==> src/rtl/sprite.sv <==
// Scanline sprite renderer: fetches one sprite line per scanline through a DMA slot and
// emits pixels from sprx onward with integer X/Y scaling. Option: SPRITE_RESTART_EN.
module sprite #(
  parameter int unsigned WIDTH   = 8,
  parameter int unsigned HEIGHT  = 8,
  parameter int unsigned SCALE_X = 1,
  parameter int unsigned SCALE_Y = 1,
  parameter int unsigned LSB     = 1,
  parameter int unsigned CORDW   = 16,
  parameter int unsigned ADDRW   = 6
) (
  input  logic                    clk,
  input  logic                    rst,
  input  logic                    start,
  input  logic                    dma_avail,
  input  logic signed [CORDW-1:0] sx,
  input  logic signed [CORDW-1:0] sprx,
  input  logic [WIDTH-1:0]        data_in,
  output logic [ADDRW-1:0]        pos,
  output logic                    pix,
  output logic                    drawing,
  output logic                    done
);

  localparam int unsigned OXW = (WIDTH   > 1) ? $clog2(WIDTH)   : 1;
  localparam int unsigned OYW = (HEIGHT  > 1) ? $clog2(HEIGHT)  : 1;
  localparam int unsigned CXW = (SCALE_X > 1) ? $clog2(SCALE_X) : 1;
  localparam int unsigned CYW = (SCALE_Y > 1) ? $clog2(SCALE_Y) : 1;

  typedef enum logic [2:0] {
    IDLE, START, AWAIT_DMA, AWAIT_DATA, AWAIT_POS, DRAW, NEXT_LINE, DONE
  } state_t;

  state_t                  state;
  logic [OXW-1:0]          ox;
  logic [OYW-1:0]          oy;
  logic [CXW-1:0]          cnt_x;
  logic [CYW-1:0]          cnt_y;
  logic [WIDTH-1:0]        line_buf;
  logic signed [CORDW-1:0] sprx_m1;
  logic [OXW-1:0]          px_idx;
  logic                    x_step;
  logic                    y_step;
  logic                    last_px;
  logic                    last_line;
  logic                    restart;

  // One cycle early so the first pixel lands exactly on sx == sprx
  assign sprx_m1   = sprx - CORDW'(1);
  assign x_step    = (SCALE_X <= 1) || (cnt_x == CXW'(SCALE_X - 1));
  assign y_step    = (SCALE_Y <= 1) || (cnt_y == CYW'(SCALE_Y - 1));
  assign last_px   = x_step && (ox == OXW'(WIDTH - 1));
  assign last_line = y_step && (oy == OYW'(HEIGHT - 1));

`ifdef SPRITE_RESTART_EN
  assign restart = start && (state != IDLE);
`else
  assign restart = 1'b0;
`endif

  assign px_idx  = (LSB == 1) ? ox : (OXW'(WIDTH - 1) - ox);
  assign drawing = (state == DRAW);
  assign done    = (state == DONE);

  always_comb begin
    pix = 1'b0;
    if (state == DRAW) pix = line_buf[px_idx];
  end

  // Sequencer: fetch, align to sprx, draw scaled line, repeat per scanline
  always_ff @(posedge clk or negedge rst) begin
    if (!rst) begin
      state    <= IDLE;
      ox       <= '0;
      oy       <= '0;
      cnt_x    <= '0;
      cnt_y    <= '0;
      line_buf <= '0;
      pos      <= '0;
    end else if (restart) begin
      state <= START;
    end else begin
      case (state)
        IDLE: begin
          if (start) state <= START;
        end
        START: begin
          oy    <= '0;
          cnt_y <= '0;
          pos   <= '0;
          state <= AWAIT_DMA;
        end
        AWAIT_DMA: begin
          if (dma_avail) state <= AWAIT_DATA;
        end
        AWAIT_DATA: begin
          line_buf <= data_in;
          state    <= AWAIT_POS;
        end
        AWAIT_POS: begin
          ox    <= '0;
          cnt_x <= '0;
          if (sx == sprx_m1) state <= DRAW;
        end
        DRAW: begin
          if (x_step) begin
            ox    <= ox + OXW'(1);
            cnt_x <= '0;
          end else begin
            cnt_x <= cnt_x + CXW'(1);
          end
          if (last_px) state <= last_line ? DONE : NEXT_LINE;
        end
        NEXT_LINE: begin
          // Vertical scaling refetches the same line until cnt_y wraps
          if (y_step) begin
            oy    <= oy + OYW'(1);
            pos   <= ADDRW'(oy + OYW'(1));
            cnt_y <= '0;
          end else begin
            cnt_y <= cnt_y + CYW'(1);
          end
          state <= AWAIT_DMA;
        end
        DONE: begin
          state <= IDLE;
        end
        default: begin
          state <= IDLE;
        end
      endcase
    end
  end

endmodule

==> config.mk <==
export PLATFORM = sky130hd
export DESIGN_NAME = sprite
export DESIGN_NICKNAME = d
export VERILOG_FILES = /design/src/rtl/sprite.sv
export SDC_FILE = /design/constraint.sdc
export NUM_CORES = 1
export LEC_CHECK = 0
export BUFFER_PORTS_ARGS = -buffer_cell sky130_fd_sc_hd__buf_2
export CAP_MARGIN = 20
export CORE_MARGIN = 8
export CORE_UTILIZATION = 49
export DETAILED_ROUTE_END_ITERATION = 12
export HOLD_SLACK_MARGIN = 0.08
export PLACE_DENSITY = 0.79
export SYNTH_ARGS = -nofsm -noshare
export SYNTH_HDL_FRONTEND = slang
export SYNTH_SLANG_ARGS = --single-unit
export TNS_END_PERCENT = 50
==> constraint.sdc <==
create_clock -name clk -period 2.1 [get_ports clk]
set_input_delay 0.105 -clock clk [delete_from_list [all_inputs] [get_ports clk]]
set_output_delay 0.105 -clock clk [all_outputs]
set_load 0.03 [all_outputs]
==> metrics.txt <==
CTS Buf Count=3; kind of cell adding the most delay to the critical path=flip-flops; Worst-Skew Late Latency=0.28 ns; dpl hpwl=2930 µm; Ant. Diodes=0; Static Leakage=0.838 nW; detailed-route via count=1329; total congestion overflow=0; H-tree depth=1; core area=around 2800 µm²; Power, Total=0.00172 W; Tot GR Track Use=between 10% and 20%; Die Span Y=around 70 µm; run status=completed; root buffer cell=clkbuf_4; maximum VDD drop=0.905 mV; library cells used by synthesis=38; die area=between 4000 and 5000 µm²; Async S/R FF share, synth=between 90% and 100%; required time of the critical path=2.29 ns; area delta synth->final=27.3%; synth top area cells=dfrtp_1, xnor2_1, mux2_2; Multi-input gate area=937 µm²; Seq/Total Area, Yosys=31.5%; critical setup path kind=flop to flop; Layout fillers=between 200 and 250; largest area contributor in the netlist=dfrtp_1; Nets=261; crit-path cells=ha_1 > ha_1 > o21a_1 > o22ai_1 > nor3_1 > nand4_1 > o41ai_2; DRT Pass-1 Iters=4; number of global-route vias before repair=1458; Place WS=between 0.1 and 0.15 ns; Synth top area share=approximately a third; CP max FO=4; final WL=3580 µm; Worst Setup End Kind=flop; final setup fails=0; Mean Syn Cell Area=around 9.5 µm²; Mapped Cells=150; Sink Count=18; Cell Rows=19; WHS Endpoint=state[0]; first-pass GRT wire length=6270 µm; max_cap viols=0; PD cells=943 nW/µm²; clock-pin slew on the worst setup and hold paths=0.09 ns; #FFs+latches synth=18; Hold Path Cell Cnt=4; R2R Path End=state[0]; layout cell share with drive strength beyond 1=between 30% and 40%; Hold Path Origin=sprx[12]; Die X=70 µm; DR WL/cell=14.9 µm; critical path launch point type=flop; Synth top cells by count=dfrtp_1, xnor2_1, nand2_1; reg-to-reg slack, setup=0.29 ns; endpoints failing hold=0; sequential cell area=between 400 and 500 µm²; DR vias/cell=about 5.5; Period minus WS final=1.81 ns; CP Data Arrival Time=roughly 2 ns; slowest CP cell=dfrtp_1; antenna violations before repair=0; drt initial violations=61; CTS tree=done; Mapped Area=approximately 1400 µm²; initial cell density of the core=51.8%; post-cts sizing count=0; unrepaired setup endpoints after global routing=false; EDFF count, synth=0; final non-filler cell total=241; most used cell, CP=ha_1; worst-case reg-to-reg path depth=7; clk_skew=0.000804 ns; # IOs=53; worst-case clock buffer depth=2; cell count after placement=229; residual DRC count=0; Setup Total Neg Slack=0 ns; ys flop type=dfrtp_1; worst setup slack after layout=between 0.2 and 0.3 ns; antenna viol nets, final=0; f_max=~0.55 GHz; pin count of the biggest net entering global routing=19; critical path buffer and inverter count=0; IO buf count=50; r2r startpoint=ox[0]; Slew Limit Fails=0; routability cong.=0.867; Max stage delay on crit path=0.47 ns; Yosys warning total=0; period utilization=86.3%; final hold slack=0.160 ns; Hold Crit Class=input pin to flop
[power by group]
group / switching, W / internal (W) / leakage (nW)
clock: 0.0000992 / 0.0000666 / 0.0138
sequential: 0.000182 / 0.000512 / 0.225
combinational: 0.000441 / 0.000416 / 0.600
[per-layer routing]
layer  GRT usage (%)  vias to the layer above  wire length, µm
met5               0                        -                0
met4            4.91                        0               80
met3            2.97                        8              142
met2            27.7                       28             1900
met1            15.9                      630             1460
li1                -                      663                -
[area by class of cell]
type / count / share of cell area [%]
Tap cell: 31 / 2.13
Clock buffer: 3 / 1.24
Timing Repair Buffer: 60 / 19.1
Inverter: 6 / 1.24
Sequential cell: 18 / 24.8
Multi-Input combinational cell: 123 / 51.5
[worst reg2reg max path, cell delays in order, from the launching register on]
cell	delay (ns)
dfrtp_1	0.47
ha_1	0.19
ha_1	0.19
o21a_1	0.14
o22ai_1	0.10
nor3_1	0.28
nand4_1	0.14
o41ai_2	0.21
[repair_timing]
action                                 CTS  global route
setup buffers                            0             0
hold buffers                             9             0
endpoints found under the hold margin   26             0
[worst max-delay path by stage]
stage	end	cells past startpoint	startpoint	slack, ns
finish	state[0]	7	ox[0]	0.29
CTS	pix	4	ox[0]	0.28
detailed placement	state[0]	7	sprx[7]	0.11
global placement	state[0]	7	sprx[7]	0.14
floorplan	state[0]	6	sprx[7]	0.32
global route	state[0]	7	ox[0]	0.16
[per-stage QoR]
step / util (%) / area, µm²
after floorplan: - / 1430
after global placement: 61.9 / 1710
after detailed placement: 61.9 / 1710
after CTS: 66.0 / 1820
after global routing: 66.0 / 1820
final: 66.0 / 1820
[sequential cells by signal, indices dropped and copies added, names as in the netlist]
register,flops
ox,3
pos,2
state,3
line_buf,8
oy,2
[layout by cell type, fill, tap and decap left out, types with 5 or more instances in the layout]
cell type,n
a21oi_1,7
buf_2,50
dfrtp_1,18
dlygate4sd3_1,9
ha_1,5
inv_1,6
mux2_2,9
nand2_1,14
nor2_1,12
o21ai_0,8
xnor2_1,18
[cell families after synthesis]
| kind of cell | after synthesis | synth area share, % |
|---|---|---|
| and+or+nand+nor | 53 | 22.6 |
| DFF | 18 | 31.5 |
| buffers and inverters | 10 | 3.15 |
| AOI/OAI and AO/OA | 26 | 11.6 |
| muxes | 15 | 13.0 |
| xor gates and xnor gates | 22 | 13.5 |
| other | 1 | 0.262 |
| adders and majority gates | 5 | 4.38 |
Power figures use the tool's default switching activity.
